$ cat config.mk
export PLATFORM = sky130hd
export DESIGN_NAME = wb_port_arbiter
export DESIGN_NICKNAME = d
export VERILOG_FILES = /design/src/rtl/wb_port_arbiter_pkg.sv /design/src/rtl/wb_port_arbiter_rr_pick2.sv /design/src/rtl/wb_port_arbiter.sv
export SDC_FILE = /design/constraint.sdc
export NUM_CORES = 1
export LEC_CHECK = 0
export CAP_MARGIN = 20
export CORE_ASPECT_RATIO = 1.1
export CORE_MARGIN = 10
export CORE_UTILIZATION = 42
export DETAILED_ROUTE_END_ITERATION = 8
export PLACE_DENSITY = 0.88
export SLEW_MARGIN = 20
export SYNTH_ARGS = -nofsm -noshare
export SYNTH_HDL_FRONTEND = slang
export SYNTH_HIERARCHICAL = 1
export SYNTH_SLANG_ARGS = --single-unit
$ cat constraint.sdc
create_clock -name clk -period 4.93 [get_ports clk]
set_input_delay 0.986 -clock clk [delete_from_list [all_inputs] [get_ports clk]]
set_output_delay 0.986 -clock clk [all_outputs]
set_load 0.02 [all_outputs]
$ cat src/rtl/wb_port_arbiter_pkg.sv
// Shared writeback-arbiter types: requester indices, port count and the
// writeback request payload layout.
package wb_port_arbiter_pkg;

  localparam int NUM_WB_PORTS = 2;

  localparam int WB_NUM_REQ_DEF = 4;
  localparam int WB_PREG_W_DEF  = 7;
  localparam int WB_DATA_W_DEF  = 32;
  localparam int WB_ROB_W_DEF   = 5;

  localparam int WB_REQ_ALU0 = 0;
  localparam int WB_REQ_ALU1 = 1;
  localparam int WB_REQ_MUL  = 2;
  localparam int WB_REQ_LSU  = 3;

  typedef struct packed {
    logic [WB_PREG_W_DEF-1:0] pd;
    logic [WB_ROB_W_DEF-1:0]  rob;
    logic [WB_DATA_W_DEF-1:0] data;
  } wb_req_t;

  // Increment a requester index with wrap-around at n.
  function automatic int wb_next_idx(input int idx, input int n);
    return (idx + 1 >= n) ? 0 : idx + 1;
  endfunction

endpackage

$ cat src/rtl/wb_port_arbiter_rr_pick2.sv
// Combinational two-winner picker: scans the valid vector upward from
// rr_ptr (modulo N) and reports the first and second valid requesters.
module wb_port_arbiter_rr_pick2 #(
  parameter int N     = 4,
  parameter int PTR_W = $clog2(N)
) (
  input  logic [N-1:0]     valid_i,
  input  logic [PTR_W-1:0] rr_ptr_i,
  output logic [N-1:0]     gnt0_o,
  output logic [N-1:0]     gnt1_o,
  output logic             found0_o,
  output logic             found1_o,
  output logic [PTR_W-1:0] idx0_o,
  output logic [PTR_W-1:0] idx1_o
);

  logic [PTR_W:0] scan;

  always_comb begin
    gnt0_o   = '0;
    gnt1_o   = '0;
    found0_o = 1'b0;
    found1_o = 1'b0;
    idx0_o   = '0;
    idx1_o   = '0;
    scan     = '0;
    for (int k = 0; k < N; k++) begin
      // Extra bit keeps rr_ptr + k from overflowing before the wrap.
      scan = {1'b0, rr_ptr_i} + (PTR_W+1)'(k);
      if (scan >= (PTR_W+1)'(N)) scan = scan - (PTR_W+1)'(N);
      if (valid_i[scan[PTR_W-1:0]] && !found1_o) begin
        if (!found0_o) begin
          found0_o                   = 1'b1;
          gnt0_o[scan[PTR_W-1:0]]    = 1'b1;
          idx0_o                     = scan[PTR_W-1:0];
        end else begin
          found1_o                   = 1'b1;
          gnt1_o[scan[PTR_W-1:0]]    = 1'b1;
          idx1_o                     = scan[PTR_W-1:0];
        end
      end
    end
  end

endmodule

$ cat src/rtl/wb_port_arbiter.sv
// Writeback arbiter: grants up to two FU results per cycle onto the register
// file write ports and the CDB, with rotating priority and a 1-cycle stage.
module wb_port_arbiter
  import wb_port_arbiter_pkg::*;
#(
  parameter int NUM_REQ = WB_NUM_REQ_DEF,
  parameter int PREG_W  = WB_PREG_W_DEF,
  parameter int DATA_W  = WB_DATA_W_DEF,
  parameter int ROB_W   = WB_ROB_W_DEF
) (
  input  logic                                    clk,
  input  logic                                    rst,
  input  logic                                    flush,
  input  logic [NUM_REQ-1:0]                      req_valid,
  output logic [NUM_REQ-1:0]                      req_ready,
  input  logic [NUM_REQ-1:0][PREG_W-1:0]          req_pd,
  input  logic [NUM_REQ-1:0][DATA_W-1:0]          req_data,
  input  logic [NUM_REQ-1:0][ROB_W-1:0]           req_rob,
  output logic [NUM_WB_PORTS-1:0]                 regf_we,
  output logic [NUM_WB_PORTS-1:0][PREG_W-1:0]     rd_s,
  output logic [NUM_WB_PORTS-1:0][DATA_W-1:0]     rd_v,
  output logic [NUM_WB_PORTS-1:0]                 cdb_valid,
  output logic [NUM_WB_PORTS-1:0][PREG_W-1:0]     cdb_pd,
  output logic [NUM_WB_PORTS-1:0][ROB_W-1:0]      cdb_rob
);

  localparam int PTR_W = $clog2(NUM_REQ);

  logic [PTR_W-1:0] rr_ptr_q, rr_ptr_d;

  logic [NUM_WB_PORTS-1:0]              valid_q, valid_d;
  logic [NUM_WB_PORTS-1:0]              we_q, we_d;
  logic [NUM_WB_PORTS-1:0][PREG_W-1:0]  pd_q, pd_d;
  logic [NUM_WB_PORTS-1:0][DATA_W-1:0]  data_q, data_d;
  logic [NUM_WB_PORTS-1:0][ROB_W-1:0]   rob_q, rob_d;

  logic [NUM_REQ-1:0]                   gnt0, gnt1;
  logic                                 found0, found1;
  logic [PTR_W-1:0]                     idx0, idx1;
  logic [NUM_WB_PORTS-1:0]              found;
  logic [NUM_WB_PORTS-1:0][PTR_W-1:0]   idx;
  logic                                 grant_en;

  wb_port_arbiter_rr_pick2 #(
    .N     (NUM_REQ),
    .PTR_W (PTR_W)
  ) u_pick (
    .valid_i  (req_valid),
    .rr_ptr_i (rr_ptr_q),
    .gnt0_o   (gnt0),
    .gnt1_o   (gnt1),
    .found0_o (found0),
    .found1_o (found1),
    .idx0_o   (idx0),
    .idx1_o   (idx1)
  );

  // rst is active-low: grants only while out of reset and not flushing.
  assign grant_en  = rst && !flush;
  assign req_ready = grant_en ? (gnt0 | gnt1) : '0;
  assign found     = {found1, found0};
  assign idx       = {idx1, idx0};

  always_comb begin
    rr_ptr_d = rr_ptr_q;
    if (grant_en && found1) begin
      rr_ptr_d = PTR_W'(wb_next_idx(int'(idx1), NUM_REQ));
    end else if (grant_en && found0) begin
      rr_ptr_d = PTR_W'(wb_next_idx(int'(idx0), NUM_REQ));
    end
  end

  // Unused ports keep their tag/data; only the valid and write enable drop.
  always_comb begin
    valid_d = '0;
    we_d    = '0;
    pd_d    = pd_q;
    data_d  = data_q;
    rob_d   = rob_q;
    for (int p = 0; p < NUM_WB_PORTS; p++) begin
      if (grant_en && found[p]) begin
        valid_d[p] = 1'b1;
        we_d[p]    = (req_pd[idx[p]] != '0);
        pd_d[p]    = req_pd[idx[p]];
        data_d[p]  = req_data[idx[p]];
        rob_d[p]   = req_rob[idx[p]];
      end
    end
  end

  always_ff @(posedge clk) begin
    if (!rst) begin
      rr_ptr_q <= '0;
      valid_q  <= '0;
      we_q     <= '0;
      pd_q     <= '0;
      data_q   <= '0;
      rob_q    <= '0;
    end else begin
      rr_ptr_q <= rr_ptr_d;
      valid_q  <= valid_d;
      we_q     <= we_d;
      pd_q     <= pd_d;
      data_q   <= data_d;
      rob_q    <= rob_d;
    end
  end

  assign regf_we   = we_q;
  assign rd_s      = pd_q;
  assign rd_v      = data_q;
  assign cdb_valid = valid_q;
  assign cdb_pd    = pd_q;
  assign cdb_rob   = rob_q;

  // Renaming guarantees distinct non-zero destinations within one cycle.
  same_pd_both_ports: assert property (@(posedge clk)
    (grant_en && found0 && found1 && req_pd[idx0] != '0) |-> (req_pd[idx0] != req_pd[idx1]));

endmodule

-- Word-level counts from Yosys, hierarchy flattened
Index checks and enable logic that the tools add are counted.
Widths: inputs -> output; s select.
- flip-flop bits (word level): 94
- input port bits: 183
- output and inout bits: 110
- $add $sub $neg: 9
- order comparisons: 16
- muxes and demuxes: 75
- bitwise operators: 6
- reduce and logical (&&, ||, !) cells: 17
- operator list (cell ; count):
    $bmux 32 s2 ; 2
    $mux 32 ; 2
    $mux 4 ; 14
    $mux 2 ; 21
    $bmux 7 s2 ; 2
    $or 4x4->4 ; 6
    $bmux 5 s2 ; 2
    $mux 1 ; 20
    $lt 2x3->1 const B ; 6
    $ge 3x3->1 const B ; 5
    $mux 7 ; 2
    $reduce_bool 7->1 ; 2
    $mux 5 ; 2
    $add 2x1->3 const B ; 3
    $logic_and 1x1->1 ; 9
    $bmux 1 s2 ; 4
    $demux 1 s2 ; 4
    $ge 2x1->1 const B ; 4
    $sub 2x1->2 const B ; 4
    $add 2x2->3 const B ; 2
    $reduce_and 2->1 ; 2
    $ge 2x3->1 const B ; 1
    $logic_not 1->1 ; 3
    $reduce_bool 2->1 ; 1

-- Logic depth before layout (Yosys ltp)
Gate-level depths: netlist (run 1).
- depth in word-level cells: 18
- gate-level depth with buffers: 17

-- Cells and area by module
The synthesis (run 1) kept the hierarchy.
- by module, submodules not included (module ; instances ; cells each ; area each (sq um) ; seq. area each (sq um)):
    wb_port_arbiter ; 1 ; 539 ; 5506.5 ; 1881.8
    wb_port_arbiter_rr_pick2 ; 1 ; 100 ; 802.0 ; 0.0

-- Worst setup path after synthesis (run 1)
OpenSTA, ideal clock, no wires.
- kind: input port to flip-flop
- from: input req_valid[3]
- to: register we_q[0] (netlist: regf_we[0])
- setup time: 0.125 ns
- data arrival time: 4.034 ns
- data required time: 4.805 ns
- slack: 0.771 ns
- stages on the path: 13
- path buffers: 5
- cell sequence: clkbuf_1 -> mux4_2 -> clkbuf_1 -> clkbuf_1 -> ha_1 -> inv_1 -> a22o_1 -> a211oi_1 -> buf_6 -> buf_6 -> mux4_2 -> nor4_2 -> a21boi_1
- word-level cells in the longest chain between the ends: 14
- RTL lines (item ; line ; text):
    from (decl) ; wb_port_arbiter.sv:14 ; input logic [NUM_REQ-1:0] req_valid,
    $bmux 1 s2 ; wb_port_arbiter_rr_pick2.sv:31 ; if (valid_i[scan[PTR_W-1:0]] && !found1_o) begin
    $mux 1 (implied by the code) ; wb_port_arbiter_rr_pick2.sv:31 ;
    $mux 1 ; wb_port_arbiter_rr_pick2.sv:31 ;
    $mux 1 ; wb_port_arbiter_rr_pick2.sv:32 ; if (!found0_o) begin
    $mux 1 ; wb_port_arbiter_rr_pick2.sv:31 ;
    $logic_not 1->1 ; wb_port_arbiter_rr_pick2.sv:31 ;
    $logic_and 1x1->1 ; wb_port_arbiter_rr_pick2.sv:31 ;
    $mux 1 ; wb_port_arbiter_rr_pick2.sv:31 ;
    $logic_not 1->1 ; wb_port_arbiter_rr_pick2.sv:31 ;
    $logic_and 1x1->1 ; wb_port_arbiter_rr_pick2.sv:31 ;
    $mux 2 (*) ; wb_port_arbiter_rr_pick2.sv:31 ;
    named net idx0[0] ; wb_port_arbiter.sv:39 ; logic [PTR_W-1:0] idx0, idx1;
    $bmux 7 s2 (*) ; wb_port_arbiter.sv:83 ; we_d[p] = (req_pd[idx[p]] != '0);
    $mux 7 (implied by the code) (*) ; wb_port_arbiter.sv:83 ;
    $reduce_bool 7->1 (*) ; wb_port_arbiter.sv:83 ;
    to (signal assigned) ; wb_port_arbiter.sv:102 ; we_q <= we_d;
    to (decl) ; wb_port_arbiter.sv:32 ; logic [NUM_WB_PORTS-1:0] we_q, we_d;
Mark *: on every way through the listed nets, which the timed path passes. The rest lies on a longest branch. The select of a mux whose other input is x is not followed.
A chain may end at the register's enable or synchronous reset.

-- Worst setup path after layout (run 1)
- from: input req_valid[2]
- to: output req_ready[1]
- RTL lines (item ; line ; text):
    $bmux 1 s2 ; wb_port_arbiter_rr_pick2.sv:31 ;
    $mux 1 (implied by the code) ; wb_port_arbiter_rr_pick2.sv:31 ;
    $mux 1 ; wb_port_arbiter_rr_pick2.sv:31 ;
    $mux 4 / $mux 1 (equally long branches) ; wb_port_arbiter_rr_pick2.sv:32 ;
    $mux 4 / $mux 1 (equally long branches) ; wb_port_arbiter_rr_pick2.sv:31 ;
    $or 4x4->4 (no source line) / $logic_not 1->1 (equally long branches) ; - ;
    $mux 4 / $logic_and 1x1->1 (equally long branches) ; wb_port_arbiter_rr_pick2.sv:32, wb_port_arbiter_rr_pick2.sv:31 ;
    $mux 4 / $mux 1 (equally long branches) ; wb_port_arbiter_rr_pick2.sv:31 ;
    $or 4x4->4 (no source line) / $logic_not 1->1 (equally long branches) ; - ;
    $mux 4 / $logic_and 1x1->1 (equally long branches) ; wb_port_arbiter_rr_pick2.sv:32, wb_port_arbiter_rr_pick2.sv:31 ;
    $mux 4 (*) ; wb_port_arbiter_rr_pick2.sv:31 ;
    named net gnt1[1] ; wb_port_arbiter.sv:37 ; logic [NUM_REQ-1:0] gnt0, gnt1;
    $or 4x4->4 (*) ; wb_port_arbiter.sv:60 ; assign req_ready = grant_en ? (gnt0 | gnt1) : '0;
    $mux 4 (*) ; wb_port_arbiter.sv:60 ;
    to (decl) ; wb_port_arbiter.sv:15 ; output logic [NUM_REQ-1:0] req_ready,
Marked as above.

==> results of run 1 <==
==> cells in the mapped netlist (5+ instances only) <==
library cell | count | share of area (%)
mux2i_1 | 5 | 0.79
dfxtp_1 | 94 | 30
buf_6 | 5 | 0.89
o21ai_1 | 95 | 7.5
a22oi_1 | 8 | 0.95
buf_1 | 6 | 0.36
and3_1 | 5 | 0.50
nand2_1 | 184 | 11
nor2_1 | 13 | 0.77
a221o_1 | 5 | 0.79
buf_4 | 19 | 2.3
mux4_2 | 92 | 33
inv_1 | 6 | 0.36
mux2_2 | 5 | 0.89
clkbuf_1 | 30 | 1.8
buf_2 | 16 | 1.3
ha_1 | 10 | 2.0
==> metal layers <==
metal,routed length [um],vias to the layer above,GRT usage (%)
met3,2006,62,5.627
met4,977,0,11.81
met2,12470,279,40.49
met1,8155,3007,23.43
met5,0,-,0
li1,-,2820,-
==> layout make-up <==
cell class                 count  area [um^2]  area share [%]
multi-input combinational    463         4040           42.08
sequential                    94         1882           19.60
timing repair buffer         314         3158           32.89
clock buffer                  11        232.7           2.424
inverter                       6        22.52          0.2346
clock inverter                 4        25.02          0.2607
tap                          192        240.2           2.502
==> worst reg2reg max path, delay by kind of cell, from the launching register on <==
kind            cells  cell delay (ns)
compound gates      3             0.64
fa+ha+maj           1             0.34
buf+inv             3             0.56
flops               1             0.33
mux                 2             1.26
simple gates        1             0.28
==> cell families after synthesis <==
kind of cell,share of synthesized area [%]
compound gates,12.06
flops,29.83
mux,34.53
fa+ha+maj,1.983
buf+inv,6.922
xor+xnor,0.2777
simple gates,14.40
==> path summary, 6_finish.rpt <==
| path | cells after the start | end | slack (ns) | start |
|---|---|---|---|---|
| hold reg to reg | 2 | rd_v[47] | 0.45 | rd_v[47] |
| setup reg to reg | 10 | regf_we[0] | 1.40 | rr_ptr_q[0] |
| setup / recovery | 9 | req_ready[1] | 0.17 | req_valid[2] |
| hold / removal | 2 | rd_v[47] | 0.45 | rd_v[47] |
==> what timing repair did <==
| item | CTS | global route |
|---|---|---|
| setup buffers | 0 | 3 |
| hold endpoints to repair | 0 | 0 |
| resized for setup | 0 | 1 |
| endpoints found under the setup margin | 0 | 2 |
==> sequential cells by signal, indices dropped and copies added, names as in the netlist <==
signal     count
rd_v          64
cdb_pd        14
cdb_rob       10
cdb_valid      2
regf_we        2
rr_ptr_q       2
==> power groups by stage <==
| stage | Sequential (mW) | Combinational (mW) | Clock [mW] |
|---|---|---|---|
| 2_1_floorplan | 1.65 | 2.73 | 0 |
| 3_3_place_gp | 1.27 | 4.57 | 0 |
| 3_5_place_dp | 1.28 | 4.65 | 0 |
| 4_1_cts | 1.27 | 4.67 | 0.643 |
| 5_1_grt | 1.30 | 4.96 | 0.672 |
| 6_report | 1.27 | 4.65 | 0.631 |
==> results.cfg, run 1 <==
[run_status]
status = complete, no violations

[clock_network]
cts_root_buf = clkbuf_16
clk_latency_ns = 0.35
cts_made_buffers = 9
clockBufferDepth = 2
clk_pin_slew_ns = 0.07
cts_num_sinks = 94
cts-htree-levels = 3
cts-hold-fix-buffers = 0
cts_tree = built

[synth]
synth_edf_count = 0
netlist_instances = 639
synth_top_flop_cell = dfxtp_1
ys_ff_latch = 94
avgSynthCellArea_um2 = 9.873
synth-seq-area-share_pct = 29.83
synth_area_um2 = 6309
async_reset_ff_share_pct = 0
syn_nets = 832
synthDistinctLibCells = 40
yosysWarnings = 6

[critical_path]
crit_path_max_fanout = 10
crit_path_max_incr_delay_ns = 0.63
worstPathRequired_ns = 3.94
end_kind = primary output
path_cells = clkdlybuf4s50_1 > mux4_2 > buf_4 > nor2b_4 > o311a_4 > a221o_1 > nor2_1 > nor2_1 > clkdlybuf4s50_1
critPathLaunchType = input pin
critPathTopFamily = buffers and inverters
cp_num_buf_inv = 3
crit_slowest_cell = mux4_2
crit_type = in2out
critPathArrivalTime_ns = 3.77

[layout]
fillCellCount = 1128
design_area_um2 = 9600
drive_above_1_share_pct = 16.14
area_growth_pct = 52.18
layout.nets = 1081
final_common_cell = clkdlybuf4s50_1
finalNonFillerCells = 1084
num_antenna_cells = 0
mostFrequentLayoutCells = clkdlybuf4s50_1, nand2_1, o21ai_1
postLayoutCoreUtil_pct = 65.93

[floorplan]
core_um2 = 14560
rows = 46
ioPinCount = 293
fp.dieW_um = 136.9
start_util_pct = 43.32
die_area_um2 = 20330
die_h_um = 148.5

[sta]
rsz0062_at_grt = no
setup_ws_ns = 0.1709
worst_slew_pin_slew_ns = 0.9968
relSlewSlack_pct = 33.55
hold_ws_ns = 0.4465
fmax_ghz = 0.2101
skew_ns = 0.006281
setup_viol = 0
fin_setup_tns_ns = 0
hold_viol_final = 0
period_needed_ns = 4.759
drv_slew = 0
period_share_pct = 96.53

[place]
dpl.cell_count = 1066
dpl_cell_area_um2 = 9311
place_ws_ns = 0.1345
port_buffers = 292
hpwl_um = 18390
gp_congestion = 0.8646

[pwr]
p_comb_share_pct = 71.0
p_per_area_nw_per_um2 = 682.7
p_int_mw = 3.817
p_sw_mw = 2.737
finalPower_mw = 6.554
sw_frac_of_total_pct = 41.76
power_frac_seq_pct = 19.4
max-vdd-ir-drop_mv = 0.3913
p_clk_share_pct = 9.6
p_leak_nw = 3.389

[route]
dr.pass1.iters = 5
routedWlPerCell_um = 21.78
drt_iter0_drc = 285
wl_um = 23610
viasPerCell = 5.690
vias = 6168
ant_nets = 0
drc = 0

[grt]
grt_max_degree = 91
grt_pass1_wl_um = 35630
antenna_found_initial = 0
overflow = 0
track_usage_pct = 22.49
grt_pass1_vias = 6480

[hold_path]
hold_class = reg2reg

[flow_run]
drv_cap = 0
Note: power is estimated with default switching activity, not from simulation.
==> inputs of run 2 (changes only) <==
--- a/config.mk
+++ b/config.mk
@@ -10,6 +10,7 @@
 export CORE_MARGIN = 10
 export CORE_UTILIZATION = 42
 export DETAILED_ROUTE_END_ITERATION = 8
+export GPL_ROUTABILITY_DRIVEN = 0
 export PLACE_DENSITY = 0.88
 export SLEW_MARGIN = 20
 export SYNTH_ARGS = -nofsm -noshare
==> results of run 2 <==
Final layout, timing and power as in run 1 (identical DEF).
